==> config.mk <==
export PLATFORM = sky130hd
export DESIGN_NAME = fetch_unit
export DESIGN_NICKNAME = d
export VERILOG_FILES = /design/src/rtl/fetch_unit.sv
export SDC_FILE = /design/constraint.sdc
export NUM_CORES = 1
export LEC_CHECK = 0
export CORE_MARGIN = 8
export CORE_UTILIZATION = 55
export DETAILED_ROUTE_END_ITERATION = 10
export DONT_BUFFER_PORTS = 1
export MAX_ROUTING_LAYER = met4
export PLACE_DENSITY = 0.73
export SETUP_SLACK_MARGIN = 0.2
export SYNTH_ARGS = -nofsm -noshare
export SYNTH_HDL_FRONTEND = slang
export SYNTH_SLANG_ARGS = --single-unit
==> constraint.sdc <==
create_clock -name clk -period 6.4 [get_ports clk]
set_input_delay 0.96 -clock clk [delete_from_list [all_inputs] [get_ports clk]]
set_output_delay 0.96 -clock clk [all_outputs]
set_load 0.01 [all_outputs]
==> src/rtl/fetch_unit.sv <==
`default_nettype none
// ============================================================================
// Module   : fetch_unit
// Purpose  : Instruction fetch front end: PC, imem request channel, small
//            instruction FIFO to the decoder, and branch redirect handling.
// Revision : 1.0 - initial release
// ============================================================================
module fetch_unit #(
    parameter logic [31:0] RESET_PC   = 32'h0000_0000,
    parameter int          FIFO_DEPTH = 2
) (
    input  logic        clk,
    input  logic        rst_n,
    output logic        imem_req_valid,
    input  logic        imem_req_ready,
    output logic [31:0] imem_addr,
    input  logic        imem_rsp_valid,
    input  logic [31:0] imem_rsp_data,
    output logic        instr_valid,
    input  logic        instr_ready,
    output logic [31:0] instr,
    output logic [31:0] instr_pc,
    output logic [5:0]  opcode,
    output logic [5:0]  funct,
    input  logic        pc_we,
    input  logic [15:0] branch_imm
);

    localparam int                 c_PTR_W   = $clog2(FIFO_DEPTH);
    localparam int                 c_CNT_W   = c_PTR_W + 1;
    localparam logic [c_CNT_W-1:0] c_DEPTH   = c_CNT_W'(FIFO_DEPTH);
    localparam logic [c_CNT_W-1:0] c_CNT_ONE = c_CNT_W'(1);
    localparam logic [c_PTR_W-1:0] c_PTR_ONE = c_PTR_W'(1);

    localparam logic [1:0] c_ST_IDLE  = 2'd0;
    localparam logic [1:0] c_ST_FETCH = 2'd1;
    localparam logic [1:0] c_ST_WAIT  = 2'd2;
    localparam logic [1:0] c_ST_STALL = 2'd3;

    logic [1:0]         r_state;
    logic [1:0]         w_state_next;
    logic [31:0]        r_fetch_pc;
    logic [31:0]        r_req_pc;
    logic               r_drop;
    logic               w_drop_next;
    logic [31:0]        r_fifo_pc   [FIFO_DEPTH];
    logic [31:0]        r_fifo_word [FIFO_DEPTH];
    logic [c_PTR_W-1:0] r_rd_ptr;
    logic [c_PTR_W-1:0] r_wr_ptr;
    logic [c_CNT_W-1:0] r_count;
    logic [c_CNT_W-1:0] w_count_next;

    logic               w_head_valid;
    logic [31:0]        w_head_pc;
    logic [31:0]        w_head_word;
    logic               w_accept;
    logic               w_pop;
    logic               w_redirect;
    logic               w_push;
    logic               w_keep_wait;
    logic [31:0]        w_target;

    assign w_head_valid = (r_count != '0);
    assign w_head_pc    = r_fifo_pc[r_rd_ptr];
    assign w_head_word  = r_fifo_word[r_rd_ptr];
    assign w_accept     = (r_state == c_ST_FETCH) && imem_req_ready;
    assign w_pop        = w_head_valid && instr_ready;
    assign w_redirect   = w_pop && pc_we;
    // Stale responses (drop) and responses racing a redirect never enter the FIFO.
    assign w_push       = (r_state == c_ST_WAIT) && imem_rsp_valid && !r_drop && !w_redirect;
    // A redirect that leaves a request still in flight must wait out its response.
    assign w_keep_wait  = w_accept || ((r_state == c_ST_WAIT) && !imem_rsp_valid);
    assign w_target     = w_head_pc + 32'd4 + {{14{branch_imm[15]}}, branch_imm, 2'b00};

    always_comb begin
        w_count_next = r_count;
        if (w_push && !w_pop) begin
            w_count_next = r_count + c_CNT_ONE;
        end else if (!w_push && w_pop) begin
            w_count_next = r_count - c_CNT_ONE;
        end
    end

    always_ff @(posedge clk or negedge rst_n) begin
        if (!rst_n) begin
            r_state <= c_ST_IDLE;
        end else begin
            r_state <= w_state_next;
        end
    end

    always_comb begin
        w_state_next = r_state;
        w_drop_next  = r_drop;
        case (r_state)
            c_ST_IDLE:  w_state_next = c_ST_FETCH;
            c_ST_FETCH: if (w_accept) w_state_next = c_ST_WAIT;
            c_ST_WAIT: begin
                if (imem_rsp_valid) begin
                    w_drop_next  = 1'b0;
                    w_state_next = (w_count_next < c_DEPTH) ? c_ST_FETCH : c_ST_STALL;
                end
            end
            c_ST_STALL: if (w_pop) w_state_next = c_ST_FETCH;
            default:    w_state_next = c_ST_IDLE;
        endcase
        if (w_redirect) begin
            w_state_next = w_keep_wait ? c_ST_WAIT : c_ST_FETCH;
            if (w_keep_wait) begin
                w_drop_next = 1'b1;
            end
        end
    end

    always_comb begin
        imem_req_valid = (r_state == c_ST_FETCH);
        imem_addr      = r_fetch_pc;
        instr_valid    = w_head_valid;
        instr          = w_head_valid ? w_head_word : '0;
        instr_pc       = w_head_valid ? w_head_pc : '0;
        opcode         = w_head_valid ? w_head_word[31:26] : '0;
        funct          = w_head_valid ? w_head_word[5:0] : '0;
    end

    always_ff @(posedge clk or negedge rst_n) begin
        if (!rst_n) begin
            r_fetch_pc <= RESET_PC;
            r_req_pc   <= RESET_PC;
            r_drop     <= 1'b0;
            r_rd_ptr   <= '0;
            r_wr_ptr   <= '0;
            r_count    <= '0;
        end else begin
            r_drop <= w_drop_next;
            if (w_accept) begin
                r_req_pc <= r_fetch_pc;
            end
            if (w_redirect) begin
                r_fetch_pc <= w_target;
            end else if (w_accept) begin
                r_fetch_pc <= r_fetch_pc + 32'd4;
            end
            if (w_redirect) begin
                r_rd_ptr <= '0;
                r_wr_ptr <= '0;
                r_count  <= '0;
            end else begin
                if (w_push) r_wr_ptr <= r_wr_ptr + c_PTR_ONE;
                if (w_pop)  r_rd_ptr <= r_rd_ptr + c_PTR_ONE;
                r_count <= w_count_next;
            end
        end
    end

    // Storage needs no reset: the outputs are gated by the entry count.
    always_ff @(posedge clk) begin
        if (w_push) begin
            r_fifo_pc[r_wr_ptr]   <= r_req_pc;
            r_fifo_word[r_wr_ptr] <= imem_rsp_data;
        end
    end

    a_no_overflow: assert property (@(posedge clk) disable iff (!rst_n)
        !(w_push && !w_pop && (r_count == c_DEPTH)));

endmodule
`default_nettype wire

# ---- Yosys cells after proc, flatten, opt, wreduce, memory -nomap -nowiden
# Memory sizes are Yosys's and may differ from the RTL's.
# Index checks and enable logic that the tools add are counted.
dict set report word_totals {
  in_bits 54
  ff_bits 71
  mem_bits_rw 128
  mem_count 2
  wordCells 70
  output_inout_bits 110
}
dict set report op_classes {
  n_mux 26
  eq_ne 6
  magnitude_cmp 1
  add_sub_neg 7
  n_reduce_logical 21
}
# memory depth word_bits read_ports rd_clocked_by_memory_dff wr line_no
set mem_list {}
lappend mem_list {r_fifo_pc 2 32 1 0 1 46} ;# logic [31:0] r_fifo_pc [FIFO_DEPTH];
lappend mem_list {r_fifo_word 2 32 1 0 1 47} ;# logic [31:0] r_fifo_word [FIFO_DEPTH];
# op n
set ops {}
lappend ops {{two-way mux 32 bit} 4}
lappend ops {{adder 32 x 3 -> 32 bit, second input constant} 2}
lappend ops {{adder 32 bit} 1}
lappend ops {{two-way mux 2 bit} 9}
lappend ops {{two-way mux 6 bit} 2}
lappend ops {{two-way mux 1 bit} 10}
lappend ops {{logical AND 1 bit} 9}
lappend ops {{one-hot mux 2 bit (4 select lines)} 1}
lappend ops {{nonzero test 2 bit} 4}
lappend ops {{!= test 3 bit, second input constant} 2}
lappend ops {{logical NOT 1 bit} 5}
lappend ops {{equality test 2 bit, second input constant} 2}
lappend ops {{!= test 3 x 1 -> 1 bit, second input constant} 1}
lappend ops {{AND reduction 3 bit} 1}
lappend ops {{adder 1 bit, second input constant} 2}
lappend ops {{adder 2 x 1 -> 2 bit, second input constant} 1}
lappend ops {{equality test 2 x 1 -> 1 bit, second input constant} 1}
lappend ops {{logical NOT 2 bit} 1}
lappend ops {{less-than comparator 2 bit, second input constant} 1}
lappend ops {{subtractor 2 x 1 -> 2 bit, second input constant} 1}
lappend ops {{logical OR 1 bit} 1}

# ---- Depth between registers and ports, before layout
# Gate-level depths: netlist (run 1).
dict set report logic_depth {
  depth_word 14
  mapped_depth 14
  mapped_depth_nobuf 12
}

# ---- Worst setup path before layout (run 1)
# Ideal clock, no wire load.
dict set report synth_timing {
  kind {input-to-reg}
  start {in instr_ready}
  end {mem r_fifo_pc[1][0] (enable)}
  setup_time_ns 0.578
  n_path_buf 2
  arrival_ns 6.433
  path_stages 5
  setup_slack_ns -0.611
  cell_sequence {nor2b_1 -> and2_1 -> clkbuf_1 -> clkbuf_1 -> nor3b_1}
}
dict set report synth_via {
  elab_chain_cells 6
}
# element line_no
set synth_lines {}
lappend synth_lines {{start, declared} 20} ;# input logic instr_ready,
lappend synth_lines {{logical AND 1 bit} 67} ;# assign w_pop = w_head_valid && instr_ready;
lappend synth_lines {{logical AND 1 bit} 68} ;# assign w_redirect = w_pop && pc_we;
lappend synth_lines {{logical NOT 1 bit} 70} ;# assign w_push = (r_state == c_ST_WAIT) && imem_rsp_valid && !r_drop && !w_redirect;
lappend synth_lines {{logical AND 1 bit} 70}
lappend synth_lines {{two-way mux 1 bit} 157} ;# if (w_push) begin
lappend synth_lines {{two-way mux 1 bit (not written as such)} 158} ;# r_fifo_pc[r_wr_ptr] <= r_req_pc;
lappend synth_lines {{end, declared} 46}
# No other way between the ends.

# ---- Worst setup path after layout (run 1)
dict set report layout_timing {
  start {reg r_rd_ptr}
  end {reg r_fetch_pc[31] (netlist: imem_addr[31])}
}
dict set report layout_via {
  elab_chain_cells 4
}
# element line_no
set layout_lines {}
lappend layout_lines {{start, declared} 48} ;# logic [c_PTR_W-1:0] r_rd_ptr;
lappend layout_lines {{start signal, assigned} 149} ;# if (w_pop) r_rd_ptr <= r_rd_ptr + c_PTR_ONE;
lappend layout_lines {{memory read (2 x 32 bit)} --}
lappend layout_lines {{adder 32 x 3 -> 32 bit} 73} ;# assign w_target = w_head_pc + 32'd4 + {{14{branch_imm[15]}}, branch_imm, 2'b00};
lappend layout_lines {{adder 32 bit} 73}
lappend layout_lines {{two-way mux 32 bit} 138} ;# if (w_redirect) begin
lappend layout_lines {{end signal, assigned} 139} ;# r_fetch_pc <= w_target;
lappend layout_lines {{end signal, assigned} 141} ;# r_fetch_pc <= r_fetch_pc + 32'd4;
lappend layout_lines {{end, declared} 42} ;# logic [31:0] r_fetch_pc;
# No other way between the ends.
# A chain may end at the register's enable or synchronous reset.

==> impl_metrics.ini, run 1 <==
[logic_synthesis]
syn-mean-instance-area_um2 = 11.15
synth.yosys.seq_area_share_pct = 54.65
synthFlopType = edfxtp_1
mappedNetlistArea_um2 = 10280
synth.lib_cells_used.distinct = 56
synth_top_cell_by_area = edfxtp_1
synth_fp_nets = 1040
synth.area.top_cells = edfxtp_1 37%, dfrtp_1 17%, ha_1 7.7%
async_flop_share_pct = 35.68
synth_largest_type_area_fraction_pct = 37.38
post_synth_inst_count = 922
synth_edf_count = 128
synthesis.yosys.warnings = 0
synth.ff_latch_count = 199

[timing]
tightest_slew_ns = 1.087
layout_worst_path_cycle_share_pct = 64.46
setup_tns_ns = 0
setup_violations = 0
max_slew_violations = 0
max_clock_freq_mhz = 242.4
minimum_clock_period_after_layout_ns = 4.126
slew_headroom_pct = 27.30
timing.final.hold_violations = 0
worst_clock_skew_ns = 0.01292
rsz_0062_raised_after_global_routing = no

[global_routing]
grt_antenna_before_repair = 0
groute.usage.overall_pct = 20.80
aggregate_global_routing_overflow = 0
grt_start_max_net_pins = 72
grt_pass1_wl_mm = 36.90
grt_pass1_vias = 6536

[place]
place.port_buffers = 0
dp_hpwl_mm = 16.33
gp_congestion = 0.8768
place_area_um2 = 10450

[detailed_routing]
post-route-drc-count = 0
drt-pass1-iter-count = 5
finalWirelength_mm = 23.50
postRouteAntennaNets = 0
met2RoutedLength_mm = 10.84
routed_wire_length_per_instance_um = 20.40
dr_wl_met3_mm = 1.960
m1WireLength_mm = 10.45
via_count = 6734
drt_iter0_markers = 479
highest_layer = met4
via_density = 5.845

[critical_path]
cp_cell_sequence = mux2_2, ha_1, ha_1, a21oi_1, o21ai_0, a2111oi_0, a211oi_1, a21oi_1, xnor2_1, o21ai_0
worst_setup_path_start_kind = register
worstSetupEndpointType = register
worst_ep_required_time_ns = 6.71
worst_path_largest_cell_delay_ns = 0.85
critical-path-slowest-cell = a2111oi_0
timing_worst_setup_path_type = reg -> reg
worst-path-max-fanout = 41
arrival_ns = 4.43

[hold_path]
min_path_type = in -> async

[layout]
insertedDiodeCount = 0
fin_nets = 1023
final_cell_mix = 165 x nand2_1, 128 x edfxtp_1, 75 x nor2_1, 70 x dfrtp_1, 63 x ha_1
multi_input_area_um2 = 4403
layout.filler_cells = 1542
layout.cells.most_common = nand2_1
flow.area_growth_from_synthesis_pct = 7.373
final-seq-area_um2 = 5624
fraction_of_final_layout_cells_sized_beyond_drive_strength_1_pct = 9.259
finish.instance_area_um2 = 11040

[cts]
clk_pin_slew_worst_paths_ns = 0.08
tritoncts_num_sinks = 199
cts_tree = yes
cts_repair_resize_count = 0
hold_buffers = 0
worstSkewPairLatency_ns = 0.44
cts_buffers = 17
postCtsSetupBuffers = 0
htree_num_levels = 4
root_buffer = clkbuf_16
number_of_buffers_on_the_longest_clock_path = 2

[floorplan]
floorplan.die.width_um = 152.7
initial_core_util_pct = 55.53
die_y_um = 152.7
floorplan.rows = 50
design.portCount = 164
core_area_um2 = 18520
die-area_um2 = 23330

[power]
pwr_density_cell_nw_per_um2 = 449.6
power.leakage_nw = 4.374
total_power_mw = 4.965
irDropWorstVdd_v = 0.0002194

[outcome]
outcome = completed

[run]
drv.max_cap_violation_count = 0
## where the power goes
| group | leakage [nW] | switching, mW | internal, mW |
|---|---|---|---|
| clock | 0.287 | 0.516 | 0.555 |
| sequential | 2.05 | 0.377 | 1.69 |
| combinational | 2.03 | 1.14 | 0.692 |
| total | 4.37 | 2.03 | 2.93 |
## per-stage QoR
step | cells | hold WS (ns) | setup slack, ns | util [%]
after floorplan | 922 | 0.4419 | 1.653 | -
after global placement | 1120 | 0.4460 | 2.250 | 56.44
after detailed placement | 1120 | 0.4538 | 2.285 | 56.44
after CTS | 1152 | 0.2010 | 2.268 | 59.63
after global routing | 1152 | 0.1883 | 2.096 | 59.63
final | 1152 | 0.2089 | 2.274 | 59.63
## state kept, by name (all words and copies together), names as in the netlist
signal / flops
r_count: 2
r_req_pc: 32
r_wr_ptr: 1
r_state: 2
r_fifo_pc: 64
r_fifo_word: 64
r_drop: 1
imem_addr: 32
r_rd_ptr: 1
## per-layer routing
layer | vias up | global-route usage (%)
met5 | - | -
met4 | 0 | 5.090
met3 | 20 | 7.345
met2 | 213 | 32.15
met1 | 3247 | 25.80
li1 | 3254 | -
## cells in the mapped netlist (5+ instances only)
cell type and number:
inv_1 17, a31oi_1 8, a211oi_1 6, xor2_1 26
clkbuf_1 25, mux2i_1 38, and2_1 31, mux2_2 28
nand3_1 13, nand2_1 165, nor2_1 75, and3_1 5
nand4_1 15, xnor2_1 27, a21oi_1 36, ha_1 63
buf_4 12, nor3_1 8, o21ai_0 51, edfxtp_1 128
a21o_1 7, dfrtp_1 71
## cells by family after synthesis
family                     synth area share [%]
adders and majority gates                 7.860
and+or+nand+nor                           14.95
buffers and inverters                     2.750
xor gates and xnor gates                  4.514
DFF                                       54.65
AOI/OAI and AO/OA                         8.505
muxes                                     6.765
## critical path, delay by kind of cell, from the launching register on
family / cells / cell delay, ns
xor+xnor: 1 / 0.13
compound gates: 6 / 1.90
fa+ha+maj: 2 / 0.66
flops: 1 / 0.84
mux: 1 / 0.43
## final timing paths
check | startpoint | to | slack [ns] | depth (start not counted)
setup / recovery | r_rd_ptr | imem_addr[31] | 2.27 | 10
hold reg to reg | r_req_pc[20] | r_fifo_pc[0][20] | 0.47 | 0
setup reg to reg | r_rd_ptr | imem_addr[31] | 2.27 | 10
min in group clk | r_req_pc[20] | r_fifo_pc[0][20] | 0.47 | 0
max in group asynchronous | rst_n | r_rd_ptr | 6.05 | 0
hold / removal | rst_n | imem_addr[13] | 0.21 | 0
## cell type report
class,count,share of cell area (%)
clock inverter,15,1.496
sequential,199,50.93
multi-input combinational,661,39.88
inverter,17,0.5779
tap,234,2.652
timing repair buffer,9,0.6119
clock buffer,17,3.853
Note: power is estimated with default switching activity, not from simulation.
==> run 2, diff against run 1 <==
Settings changed: PLACE_DENSITY 0.73 to 0.7.
Clock period 6.4 ns to 3.8 ns, I/O delays scaled along.
==> impl_metrics.ini, run 2 (synthesized netlist as in run 1, its figures left out) <==
[layout]
flow.area_growth_from_synthesis_pct = 9.186
layout.filler_cells = 1528
top_regs = r_fifo_pc x64, r_fifo_word x64
layout.cells.most_common = nand2_1
multi_input_area_um2 = 4458
fraction_of_final_layout_cells_sized_beyond_drive_strength_1_pct = 10.99
post-route-util_pct = 60.64
finish.instance_area_um2 = 11230
fin_nets = 1033
insertedDiodeCount = 0
final_cell_mix = 165 x nand2_1, 128 x edfxtp_1, 75 x nor2_1, 70 x dfrtp_1, 60 x ha_1
final-seq-area_um2 = 5624

[power]
p_clk_share_pct = 21.2
power_frac_comb_pct = 38.8
pwr_density_cell_nw_per_um2 = 759.2
power.net_switching_mw = 3.491
power.leakage_nw = 4.437
sequentialPowerShare_pct = 40.1
p_int_mw = 5.033
total_power_mw = 8.524
switching_share_pct = 40.95
irDropWorstVdd_v = 0.0003763

[global_routing]
grt_pass1_wl_mm = 37.72
aggregate_global_routing_overflow = 0
grt_start_max_net_pins = 72
groute.usage.overall_pct = 21.06
grt_pass1_vias = 6704
grt_antenna_before_repair = 0

[cts]
worstSkewPairLatency_ns = 0.44
root_buffer = clkbuf_16
number_of_buffers_on_the_longest_clock_path = 2
clk_pin_slew_worst_paths_ns = 0.08
tritoncts_num_sinks = 199
cts_tree = yes
htree_num_levels = 4
cts_buffers = 17

[critical_path]
timing_worst_setup_path_type = reg -> reg
worst_setup_path_start_kind = register
critical_path.reg2reg.startpoint = r_rd_ptr
reg2regPathDepth = 12
worst_ep_required_time_ns = 4.11
crit_start = r_rd_ptr
rrSetupSlack_ns = 0.30
worst-path-max-fanout = 17
arrival_ns = 3.81
critical_path.reg2reg.endpoint = imem_addr[25]
worstSetupEndpointType = register
setup.worst_path.end = imem_addr[25]

[detailed_routing]
postRouteAntennaNets = 0
drt-pass1-iter-count = 6
via_density = 5.831
finalWirelength_mm = 23.84
routed_wire_length_per_instance_um = 20.51
drt_iter0_markers = 385
post-route-drc-count = 0
via_count = 6776

[floorplan]
floorplan.rows = 50
floorplan.die.width_um = 152.7
core_area_um2 = 18520
die_y_um = 152.7
initial_core_util_pct = 55.53
die-area_um2 = 23330
design.portCount = 164

[timing]
rsz_0062_raised_after_global_routing = no
layout_worst_path_cycle_share_pct = 92.12
max_slew_violations = 0
setup_tns_ns = 0
slew_headroom_pct = 38.10
worst_clock_skew_ns = 0.01100
tightest_slew_ns = 0.9286
setup_violations = 0
timing.hold.ws_ns = 0.02342
max_clock_freq_mhz = 285.7
minimum_clock_period_after_layout_ns = 3.501
timing.final.hold_violations = 0

[hold_path]
min_path_type = in -> async

[outcome]
outcome = completed

[place]
place_area_um2 = 10520
place.port_buffers = 0
gp_congestion = 0.8801
dp_hpwl_mm = 16.50

[run]
drv.max_cap_violation_count = 0
==> run 2: cell types whose count changed in the layout (fill, tap and decap cells not counted), moves of 2 or more <==
| cell | before | now |
|---|---|---|
| a211oi_1 | 6 | 4 |
| a211oi_2 | 0 | 2 |
| ha_2 | 0 | 2 |
| clkinvlp_4 | 1 | 3 |
| ha_1 | 63 | 60 |
| buf_12 | 0 | 3 |
| buf_4 | 9 | 14 |
| clkinv_4 | 3 | 1 |
==> run 2: final cells by class <==
class,instances,area share [%]
tap,234,2.608
multi-input combinational,661,39.70
clock inverter,14,1.393
sequential,199,50.09
timing repair buffer,19,1.816
inverter,17,0.5683
clock buffer,18,3.822
==> run 2: power groups by stage <==
stage / clock network, mW / logic, mW / registers, mW
after floorplan: 0 / 2.60 / 3.26
after global placement: 0 / 3.18 / 3.44
after detailed placement: 0 / 3.21 / 3.46
after CTS: 1.83 / 3.27 / 3.42
after global routing: 1.92 / 3.68 / 3.48
final: 1.80 / 3.31 / 3.41
==> run 2: critical path, cell delays in order, from the launching register on <==
cell      delay [ns]
dfrtp_4         0.47
buf_12          0.18
mux2_2          0.37
ha_1            0.27
ha_1            0.34
a21o_1          0.23
a221oi_4        0.39
nor4b_4         0.10
o311a_4         0.34
o31ai_4         0.28
buf_4           0.17
xor2_1          0.15
a21oi_1         0.09
==> run 2: routing by layer <==
metal / GRT usage, % / part of all wire [%]
met3: 5.984 / 6.7
met2: 33.00 / 47
met1: 26.28 / 44
met5: - / 0
met4: 6.173 / 1.5
==> run 2: timing repair <==
item / CTS / global route
gates cloned: 0 / 0
hold endpoints to repair: 71 / 0
pin swaps: 0 / 3
setup buffers: 0 / 3
setup endpoints to repair: 3 / 11
hold buffers: 1 / 0
resized for setup: 3 / 11
==> run 2: how the worst min path moves through the flow <==
| stage | slack, ns | depth (start not counted) | endpoint |
|---|---|---|---|
| floorplan | 0.27 | 0 | imem_addr[0] |
| global placement | 0.28 | 0 | r_req_pc[22] |
| detailed placement | 0.28 | 0 | r_req_pc[22] |
| CTS | 0.04 | 1 | r_req_pc[26] |
| global route | 0.04 | 1 | r_req_pc[26] |
| finish | 0.02 | 1 | r_state[0] |
==> run 2: through the flow <==
step | cells | worst slack [ns]
2_1_floorplan | 922 | 0.3006
4_1_cts | 1159 | 0.1776
6_report | 1162 | 0.2993
5_1_grt | 1162 | 0.1712
3_3_place_gp | 1126 | 0.2129
3_5_place_dp | 1126 | 0.1576
